==> src/rtl/display_timing_ctrl.sv <==
// Video timing sequencer for the DVI path: counts pixel coordinates and decodes
// registered, coordinate-aligned sync/de/strobe outputs plus start-up blanking.
module display_timing_ctrl #(
  parameter int H_RES          = 640,
  parameter int H_FP           = 16,
  parameter int H_SYNC         = 96,
  parameter int H_BP           = 48,
  parameter int V_RES          = 480,
  parameter int V_FP           = 10,
  parameter int V_SYNC         = 2,
  parameter int V_BP           = 33,
  parameter bit H_POL          = 1'b0,
  parameter bit V_POL          = 1'b0,
  parameter int STARTUP_FRAMES = 2,
  parameter int CORDW          = 16
) (
  input  logic             clk_pix,
  input  logic             rst,
  output logic             hsync,
  output logic             vsync,
  output logic             de,
  output logic             frame,
  output logic             line,
  output logic [CORDW-1:0] sx,
  output logic [CORDW-1:0] sy,
  output logic             ready
);

  localparam int H_TOT_I = H_RES + H_FP + H_SYNC + H_BP;
  localparam int V_TOT_I = V_RES + V_FP + V_SYNC + V_BP;

  localparam logic [CORDW-1:0] H_RES_C  = CORDW'(H_RES);
  localparam logic [CORDW-1:0] H_SS_C   = CORDW'(H_RES + H_FP);
  localparam logic [CORDW-1:0] H_SE_C   = CORDW'(H_RES + H_FP + H_SYNC);
  localparam logic [CORDW-1:0] H_MAX_C  = CORDW'(H_TOT_I - 1);
  localparam logic [CORDW-1:0] V_RES_C  = CORDW'(V_RES);
  localparam logic [CORDW-1:0] V_SS_C   = CORDW'(V_RES + V_FP);
  localparam logic [CORDW-1:0] V_SE_C   = CORDW'(V_RES + V_FP + V_SYNC);
  localparam logic [CORDW-1:0] V_MAX_C  = CORDW'(V_TOT_I - 1);

  // Counter only has to reach STARTUP_FRAMES; it stops once ready is set.
  localparam int SW = $clog2(STARTUP_FRAMES + 2);
  localparam logic [SW-1:0] SU_LAST = SW'(STARTUP_FRAMES);

  if (longint'(H_TOT_I) >= (longint'(1) << CORDW) ||
      longint'(V_TOT_I) >= (longint'(1) << CORDW)) begin : g_bad_total
    $error("display_timing_ctrl: H_TOT/V_TOT do not fit in CORDW bits");
  end
  if (H_RES == 0 || H_FP == 0 || H_SYNC == 0 || H_BP == 0 ||
      V_RES == 0 || V_FP == 0 || V_SYNC == 0 || V_BP == 0) begin : g_bad_zero
    $error("display_timing_ctrl: resolution, porch and sync widths must be non-zero");
  end
  if (STARTUP_FRAMES < 0) begin : g_bad_startup
    $error("display_timing_ctrl: STARTUP_FRAMES must be non-negative");
  end

  logic [CORDW-1:0] sx_q, sx_d, sy_q, sy_d;
  logic             hsync_q, hsync_d, vsync_q, vsync_d;
  logic             de_q, de_d, frame_q, frame_d, line_q, line_d;
  logic             ready_q, ready_d;
  logic [SW-1:0]    su_cnt_q, su_cnt_d;

  // Outputs are decoded from the next coordinates so they register alongside them.
  always_comb begin
    // NOTE: every signal gets a default first so no path can infer a latch.
    sx_d     = sx_q + CORDW'(1);
    sy_d     = sy_q;
    su_cnt_d = su_cnt_q;
    ready_d  = ready_q;

    if (sx_q == H_MAX_C) begin
      sx_d = '0;
      sy_d = (sy_q == V_MAX_C) ? '0 : sy_q + CORDW'(1);
    end

    line_d  = (sx_d == '0);
    frame_d = line_d && (sy_d == '0);

    // Frame strobe number STARTUP_FRAMES+1 is the first live frame.
    if (frame_d && !ready_q) begin
      if (su_cnt_q == SU_LAST) ready_d = 1'b1;
      else                     su_cnt_d = su_cnt_q + SW'(1);
    end

    hsync_d = (sx_d >= H_SS_C && sx_d < H_SE_C) ? H_POL : ~H_POL;
    vsync_d = (sy_d >= V_SS_C && sy_d < V_SE_C) ? V_POL : ~V_POL;
    de_d    = (sx_d < H_RES_C) && (sy_d < V_RES_C) && ready_d;
  end

  // Reset parks the counters at their maxima so the first live cycle is (0,0).
  always_ff @(posedge clk_pix) begin
    // NOTE: non-blocking assignments keep every flop sampling pre-edge values.
    if (rst) begin
      sx_q     <= H_MAX_C;
      sy_q     <= V_MAX_C;
      hsync_q  <= ~H_POL;
      vsync_q  <= ~V_POL;
      de_q     <= 1'b0;
      frame_q  <= 1'b0;
      line_q   <= 1'b0;
      ready_q  <= 1'b0;
      su_cnt_q <= '0;
    end else begin
      sx_q     <= sx_d;
      sy_q     <= sy_d;
      hsync_q  <= hsync_d;
      vsync_q  <= vsync_d;
      de_q     <= de_d;
      frame_q  <= frame_d;
      line_q   <= line_d;
      ready_q  <= ready_d;
      su_cnt_q <= su_cnt_d;
    end
  end

  assign sx    = sx_q;
  assign sy    = sy_q;
  assign hsync = hsync_q;
  assign vsync = vsync_q;
  assign de    = de_q;
  assign frame = frame_q;
  assign line  = line_q;
  assign ready = ready_q;

endmodule

==> config.mk <==
export PLATFORM = sky130hd
export DESIGN_NAME = display_timing_ctrl
export DESIGN_NICKNAME = d
export VERILOG_FILES = /design/src/rtl/display_timing_ctrl.sv
export SDC_FILE = /design/constraint.sdc
export NUM_CORES = 1
export LEC_CHECK = 0
export BUFFER_PORTS_ARGS = -buffer_cell sky130_fd_sc_hd__buf_2
export CAP_MARGIN = 0
export CORE_MARGIN = 2
export CORE_UTILIZATION = 45
export DETAILED_ROUTE_END_ITERATION = 8
export PLACE_DENSITY_LB_ADDON = 0.12
export SLEW_MARGIN = 10
export SYNTH_ARGS = -nofsm -noshare
export SYNTH_HDL_FRONTEND = slang
export SYNTH_SLANG_ARGS = --single-unit
==> constraint.sdc <==
create_clock -name clk_pix -period 3.3 [get_ports clk_pix]
set_input_delay 0.33 -clock clk_pix [delete_from_list [all_inputs] [get_ports clk_pix]]
set_output_delay 0.33 -clock clk_pix [all_outputs]
set_load 0.05 [all_outputs]
Word-level counts from Yosys, hierarchy flattened --
Cells that the tools add are included.
Storage, ports and cells: output and inout port bits 38, bits of input ports 2, logic and storage cells 39, flip-flop bits (word level) 40
Operators by class: mux-type cells 7, eq/ne operators 3, magnitude comparators 6, reductions and logical operators 10, add/sub/neg operators 3, bitwise gates (word level) 1
Operator list (number):
- 16-bit 2-to-1 mux | 3
- 16-bit by 1-bit adder with 16-bit output (second input constant) | 2
- 16-bit by 10-bit == test with 1-bit output (second input constant) | 2
- 16-bit zero test | 2
- 16-bit by 10-bit < comparator with 1-bit output (second input constant) | 2
- 16-bit by 9-bit < comparator with 1-bit output (second input constant) | 2
- 16-bit by 10-bit >= comparator with 1-bit output (second input constant) | 1
- 16-bit by 9-bit >= comparator with 1-bit output (second input constant) | 1
- 1-bit logical AND | 6
- 1-bit 2-to-1 mux | 4
- 2-bit by 1-bit adder with 2-bit output (second input constant) | 1
- 2-bit == test (second input constant) | 1
- 2-bit AND reduction | 1
- 1-bit zero test | 1
- 1-bit inverter | 1

Longest topological paths before layout --
Gate-level depths: netlist of the first run.
word-level depth 8, gate-level depth with buffers 10, depth with buffers taken out 9

Least setup slack after synthesis of the first run --
No wires, ideal clock.
path kind reg-to-reg, start register sx_q[0] (netlist: sx[0]), end register su_cnt_q[0], stages on the path, launching flop included 10, library setup time 0.123 ns, arrival time 2.849 ns, path slack 0.328 ns, required time 3.177 ns, period minus slack after synthesis 2.972 ns, path buffers 1, path through dfxtp_1 -> ha_1 -> and4_1 -> and4_1 -> buf_6 -> nand3_4 -> or3_4 -> a2111oi_4 -> nand4_1 -> mux2_1
On the way: longest elaborated chain between the ends 6, elaborated cells between the ends (all ways) 9, classes of those cells add/sub: 1; eq/ne: 1; mux: 2; reduce/logical: 5
Ends and longest elaborated chain:
- from (decl) | line 57 | logic [CORDW-1:0] sx_q, sx_d, sy_q, sy_d;
- from (signal assigned) | line 94 | sx_q <= H_MAX_C;
- from (signal assigned) | line 104 | sx_q <= sx_d;
- 16-bit by 1-bit adder with 16-bit output / 16-bit by 10-bit == test with 1-bit output (equally long branches) | line 66, 71
- 16-bit 2-to-1 mux | line 71 | if (sx_q == H_MAX_C) begin
- 16-bit zero test, on equally long branches | line 76, 77
- 1-bit logical AND (*) | line 77 | frame_d = line_d && (sy_d == '0);
- 1-bit logical AND (*) | line 80 | if (frame_d && !ready_q) begin
- 2-bit AND reduction (no source line) (*)
- to (signal assigned) | line 112 | su_cnt_q <= su_cnt_d;
- to (decl) | line 61 | logic [SW-1:0] su_cnt_q, su_cnt_d;
Mark *: on every way between the ends. The rest lies on a longest branch, timed or not. A chain may end at the register's enable or synchronous reset.

Final worst setup path of the first run --
start register sx_q[0] (netlist: sx[0]), end register su_cnt_q[1]
Same word-level chain as after synthesis.

==> out/results.ini, run 1 <==
[min_path]
hp-start=sx[0]
hold_depth=1
hold_end=sx[0]
hold_path.class=flop to flop

[setup_path]
critPathLaunchType=flop
r2r-end=su_cnt_q[1]
endpoint_kind=flop
r2r_slack_ns=0.30
worstSetupPathType=flop to flop
r2r_cells=8
critPathMaxFanout=14
cp.arrival_ns=3.17
required_ns=3.47
rr_startpoint=sx[0]

[logic_synthesis]
synth_fp_nets=322
yosys_most_used_dff=dfxtp_1
synth_cell_type_count=58
synthCells=316
ys_ff_latch=40
avgSynthCellArea_um2=8.18
ys_async_sr_fraction_pct=0
synth-edff-count=0
synth_area_um2=2580
yosysSeqAreaShare_pct=31.0
yosys_warnings=0

[die]
top_level_ports=40
die_w_um=79.8
design.core.area_um2=5540
dieHeight_um=79.8
initial_utilization_pct=46.6
num_rows=27
dieArea_um2=6360

[grt]
antenna_found_initial=0
grt_pass1_wl_um=10800
grt_max_degree=39
grt_overflow=0
grt.total_usage_pct=21.4
grt_pass1_vias=2159

[route]
finalWirelength_um=6350
drt_pre_antenna_iters=4
drc=0
dr.first_iter.drc_count=158
drtAntennaViolNets=0
post_drt_wl_per_cell_um=15.2
vias_per_cell=5.74
via_count=2392

[pwr]
leakage_uw=0.00111
vdd_drop_max_mv=0.469
powerDensity_nw_per_um2=734

[clock_network]
cts_hold_buffers=0
numCtsBuffers=5
clock_path_buffers=2
path_clk_slew_ns=0.07
cts_setup_buffers=0
cts_tree=done
insertion_delay_ns=0.29
cts.htree.levels=2
postCtsResizedCells=0
cts_root_buf=clkbuf_8
cts_sinks=40

[finish]
syn2layout_area_growth_pct=12.1
final_common_cell=dfxtp_1
layout_common_cells=40 x dfxtp_1, 39 x nor2_1, 39 x buf_2, 19 x xnor2_1, 17 x nand2_1
final_core_util_pct=52.3
antenna_cells=0
drive_gt1_share_pct=19.7
fin_nets=350

[sta]
setup_viol=0
rsz0062_at_grt=no
fin_crit_ns=3.00
final.setup.tns_ns=0
skew_ns=0.00769
fin_crit_sh_pct=90.8
hold_viol=0
worst_pin_slew_ns=0.671
max_freq_ghz=0.334
drv_slew=0
max_slew_margin_pct=55.3
fin_ws_ns=0.302

[place]
gp_congestion=0.844
dp_hpwl_um=4530
dp_slack_ns=0.270
port_buffers=39

[job]
max_cap_violations=0

[status]
status=completed

[power breakdown]
| part | total, uW | leakage, uW | switching [uW] | internal (uW) |
|---|---|---|---|---|
| Clock | 334 | 0.0000455 | 164 | 171 |
| Sequential | 677 | 0.000325 | 128 | 548 |
| Combinational | 1110 | 0.000738 | 742 | 373 |
| Total | 2130 | 0.00111 | 1030 | 1090 |
[area by class of cell]
cell class	count	area [um2]
Fill cell	542	2640
Tap cell	72	90.1
Sequential cell	40	801
Inverter	9	33.8
Timing Repair Buffer	48	263
Clock buffer	8	90.1
Multi-Input combinational cell	240	1620
[synthesized netlist by cell type, types with 2 or more instances]
library cell	instances	area, um2
buf_1	3	11.3
a211o_1	3	26.3
nor2b_1	6	37.5
or3_4	2	22.5
nand3_1	14	70.1
nor4b_1	6	52.6
buf_2	8	40.0
o211ai_1	2	15.0
mux2i_1	2	20.0
and3_1	6	37.5
a31oi_1	6	37.5
nor2_1	39	146
nand2b_1	3	18.8
or4_1	2	15.0
or3_1	3	18.8
o211a_1	2	20.0
nor3_1	16	80.1
and2_1	2	12.5
a211oi_1	2	15.0
or2_2	3	18.8
o21ai_0	9	45.0
o21a_1	2	15.0
clkbuf_1	13	48.8
o21bai_1	3	22.5
xor2_1	8	70.1
buf_6	2	22.5
dfxtp_1	40	801
ha_1	4	50.1
nor4_4	2	42.5
nand4_1	9	56.3
inv_1	9	33.8
nor3b_1	4	30.0
nand2_1	17	63.8
and4_1	6	52.6
mux2_1	2	22.5
nor4_1	10	62.6
a32oi_1	2	17.5
a21o_1	3	22.5
a21oi_1	4	20.0
xnor2_1	19	166
[metrics by stage]
stage                     total power [uW]  hold slack, ns  instance area (um2)  instances
after global routing                  2280           0.537                 2900        417
final                                 2130           0.514                 2900        417
after CTS                             2130           0.518                 2900        417
after global placement                1790           0.487                 2810        409
after floorplan                       1570           0.435                 2580        316
after detailed placement              1790           0.489                 2810        409
[cells by family (layout without fill, tap and decap cells)]
family / after synthesis / in the layout / share of synthesized area, %
mux: 4 / 4 / 1.65
buf+inv: 36 / 65 / 6.34
compound gates: 47 / 47 / 13.7
flops: 40 / 40 / 31.0
simple gates: 158 / 158 / 36.2
xor+xnor: 27 / 27 / 9.15
fa+ha+maj: 4 / 4 / 1.94
[state kept, by name, indices dropped and copies added, names as in the netlist]
signal    count
line          1
hsync         1
ready         1
vsync         1
frame         1
sy           16
sx           16
de            1
su_cnt_q      2
[worst max-delay path: stages, from the launching register on]
cell       delay [ns]
dfxtp_1          0.39
ha_1             0.23
and4_1           0.33
and4_1           0.55
nand3_4          0.12
or3_4            0.37
a2111oi_4        0.37
nand4_1          0.19
mux2_1           0.34
[routing by layer]
layer,part of all wire (%),vias up,wire length (um),GRT usage (%)
li1,-,1207,-,-
met2,43,69,2710,32.1
met1,51,1109,3230,31.3
met4,1.2,0,75,5.42
met5,0,-,0,0
met3,5.4,7,342,4.19
[worst max-delay path by stage]
stage	from	endpoint	slack, ns	cells past startpoint
floorplan	sx[0]	su_cnt_q[0]	0.33	9
global placement	sx[0]	su_cnt_q[1]	0.36	8
detailed placement	sx[0]	su_cnt_q[1]	0.27	8
CTS	sx[0]	su_cnt_q[1]	0.25	8
global route	sx[0]	su_cnt_q[0]	0.07	8
finish	sx[0]	su_cnt_q[1]	0.30	8
No activity file was read; power rests on OpenSTA's default activity.
==> run 2, diff against run 1 <==
- CORE_ASPECT_RATIO: unset -> 1.1
- RECOVER_POWER: unset -> 100
==> run 2 against run 1 <==
Compared with the run above: sequential share of layout area rose by 0.64 points; wire length rose by 0.79%; first-iteration DRC count rose by 47%; count of clock-buffer cells in the layout fell by 2; design area fell by 2.2%; largest cell class unchanged; largest power group unchanged; highest routed layer unchanged.
==> out/results.ini, run 2 (synthesized netlist as in run 1, its figures left out) <==
[setup_path]
cp.arrival_ns=3.04  ; -0.13 ns
endpoint_kind=flop
worstSetupPathType=flop to flop
cpPeakStageDelay_ns=0.58  ; +0.03 ns
r2r_slack_ns=0.43  ; +0.13 ns
crit_path_top_delay_cell=or4_1
crit_chain=inv_1 > ha_1 > nor3b_1 > and4_1 > o21ai_0 > a21oi_1 > o211a_1 > o21ai_0 > or4_1
r2r-end=vsync
required_ns=3.47  ; about the same
rr_startpoint=sy[0]
r2r_cells=9  ; +1
critPathMaxFanout=10  ; -4
critPathLaunchType=flop
cp_common_cell=o21ai_0

[grt]
grt_overflow=0  ; unchanged
grt_max_degree=39  ; unchanged
antenna_found_initial=0  ; unchanged
grt.total_usage_pct=21.0  ; -0.35 points
grt_pass1_vias=2243  ; +3.9%
grt_pass1_wl_um=11100  ; +2.6%

[route]
vias_per_cell=5.68  ; -1.1%
drt_pre_antenna_iters=4  ; unchanged
finalWirelength_um=6400  ; +0.79%
drc=0  ; unchanged
highest_layer=met4
drtAntennaViolNets=0  ; unchanged
post_drt_wl_per_cell_um=15.3  ; +0.31%
wl_met1_um=2880  ; -11%
via_count=2378  ; -0.59%
met2RoutedLength_um=3220  ; +19%
dr.first_iter.drc_count=233  ; +47%
wl_met3_um=210  ; -39%

[place]
place_area_um2=2810  ; +0.13%
port_buffers=39  ; unchanged
gp_congestion=0.881  ; +4.4%
dp_hpwl_um=4730  ; +4.2%

[sta]
fin_crit_ns=2.87  ; -0.129 ns
final.setup.tns_ns=0  ; unchanged
skew_ns=0.0116  ; +0.00390 ns
fin_crit_sh_pct=86.9  ; -3.9 points
worst_pin_slew_ns=0.669  ; -0.00150 ns
max_slew_margin_pct=55.4  ; +0.10 points
drv_slew=0  ; unchanged
hold_viol=0  ; unchanged
setup_viol=0  ; unchanged
max_freq_ghz=0.349  ; +4.5%
rsz0062_at_grt=no

[clock_network]
insertion_delay_ns=0.29  ; about the same
postCtsResizedCells=0  ; unchanged
cts_sinks=40  ; unchanged
numCtsBuffers=5  ; unchanged
cts_tree=done
cts_hold_buffers=0  ; unchanged
path_clk_slew_ns=0.08  ; about the same
cts_setup_buffers=0  ; unchanged
clock_path_buffers=2  ; unchanged
cts_root_buf=clkbuf_8
cts.htree.levels=2  ; unchanged

[finish]
fin_nets=350  ; unchanged
layout_common_cells=40 x clkbuf_1, 40 x dfxtp_1, 39 x nor2_1, 19 x xnor2_1, 17 x nand2_1
antenna_cells=0  ; unchanged
syn2layout_area_growth_pct=9.59
drive_gt1_share_pct=8.14  ; -12 points
final_area_um2=2830  ; -2.2%
fill_cells=578  ; +6.6%

[pwr]
switching_power_uw=1050  ; +2.0%
p_clk_share_pct=14.7  ; -1.0 points
intPower_uw=1050  ; -4.0%
power_frac_seq_pct=32.3  ; +0.5 points
leakage_uw=0.000965  ; -13%
vdd_drop_max_mv=0.347  ; -26%
powerDensity_nw_per_um2=743  ; +1.2%
p_sw_share_pct=50.2  ; +1.5 points
share_comb_of_total_power_pct=53.0  ; +0.6 points

[min_path]
hold_depth=1  ; unchanged
hp-start=sx[0]
hold_end=sx[0]
hold_path.class=flop to flop

[die]
top_level_ports=40  ; unchanged
dieArea_um2=6360  ; about the same
num_rows=28  ; +3.7%
design.core.area_um2=5470  ; -1.4%
dieHeight_um=83.5  ; +4.6%
initial_utilization_pct=47.3  ; +0.64 points
die_w_um=76.2  ; -4.4%

[job]
max_cap_violations=0  ; unchanged

[status]
status=completed

-- run 2: routing by layer --
metal / vias to the layer above / global-route usage (%)
met4: 0 / 5.79
met2: 53 / 36.6
met5: - / 0
met1: 1118 / 26.8
met3: 9 / 3.46
li1: 1198 / -
-- run 2: through the flow --
stage / hold slack, ns / setup WS [ns] / power, uW / cells / utilization (%)
3_5_place_dp: 0.489 / 0.502 / 1810 / 412 / 51.4
6_report: 0.517 / 0.432 / 2100 / 419 / 51.8
4_1_cts: 0.518 / 0.489 / 2120 / 419 / 52.8
3_3_place_gp: 0.496 / 0.528 / 1800 / 412 / 51.4
5_1_grt: 0.560 / 0.139 / 2240 / 419 / 51.8
2_1_floorplan: 0.435 / 0.328 / 1570 / 316 / -
-- run 2: worst max path at each step --
stage	startpoint	endpoint	slack, ns	cells after the start
after floorplan	sx[0]	su_cnt_q[0]	0.33	9
after global placement	sx[0]	su_cnt_q[1]	0.53	8
after detailed placement	sx[0]	su_cnt_q[1]	0.50	8
after CTS	sx[0]	su_cnt_q[1]	0.49	8
after global routing	sy[0]	vsync	0.14	9
final	sy[0]	vsync	0.43	9
-- run 2: layout make-up --
type	instances	area, um2	area share [%]
sequential	40	801	28.3
clock inverter	1	5.00	0.177
clock buffer	6	72.6	2.56
timing repair buffer	48	211	7.47
multi-input combinational	240	1610	57.0
inverter	9	33.8	1.19
tap	75	93.8	3.31
-- run 2: power groups by stage --
stage / clock (uW) / combinational, uW / sequential [uW]
2_1_floorplan: 0 / 726 / 848
3_3_place_gp: 0 / 1110 / 687
3_5_place_dp: 0 / 1130 / 688
4_1_cts: 316 / 1130 / 676
5_1_grt: 332 / 1210 / 694
6_report: 309 / 1120 / 678
-- run 2: worst max-delay path, delay by kind of cell, from the launching register on --
family | cells | cell delay (ns)
fa+ha+maj | 1 | 0.20
simple gates | 3 | 1.21
buf+inv | 1 | 0.17
compound gates | 4 | 0.79
flops | 1 | 0.37
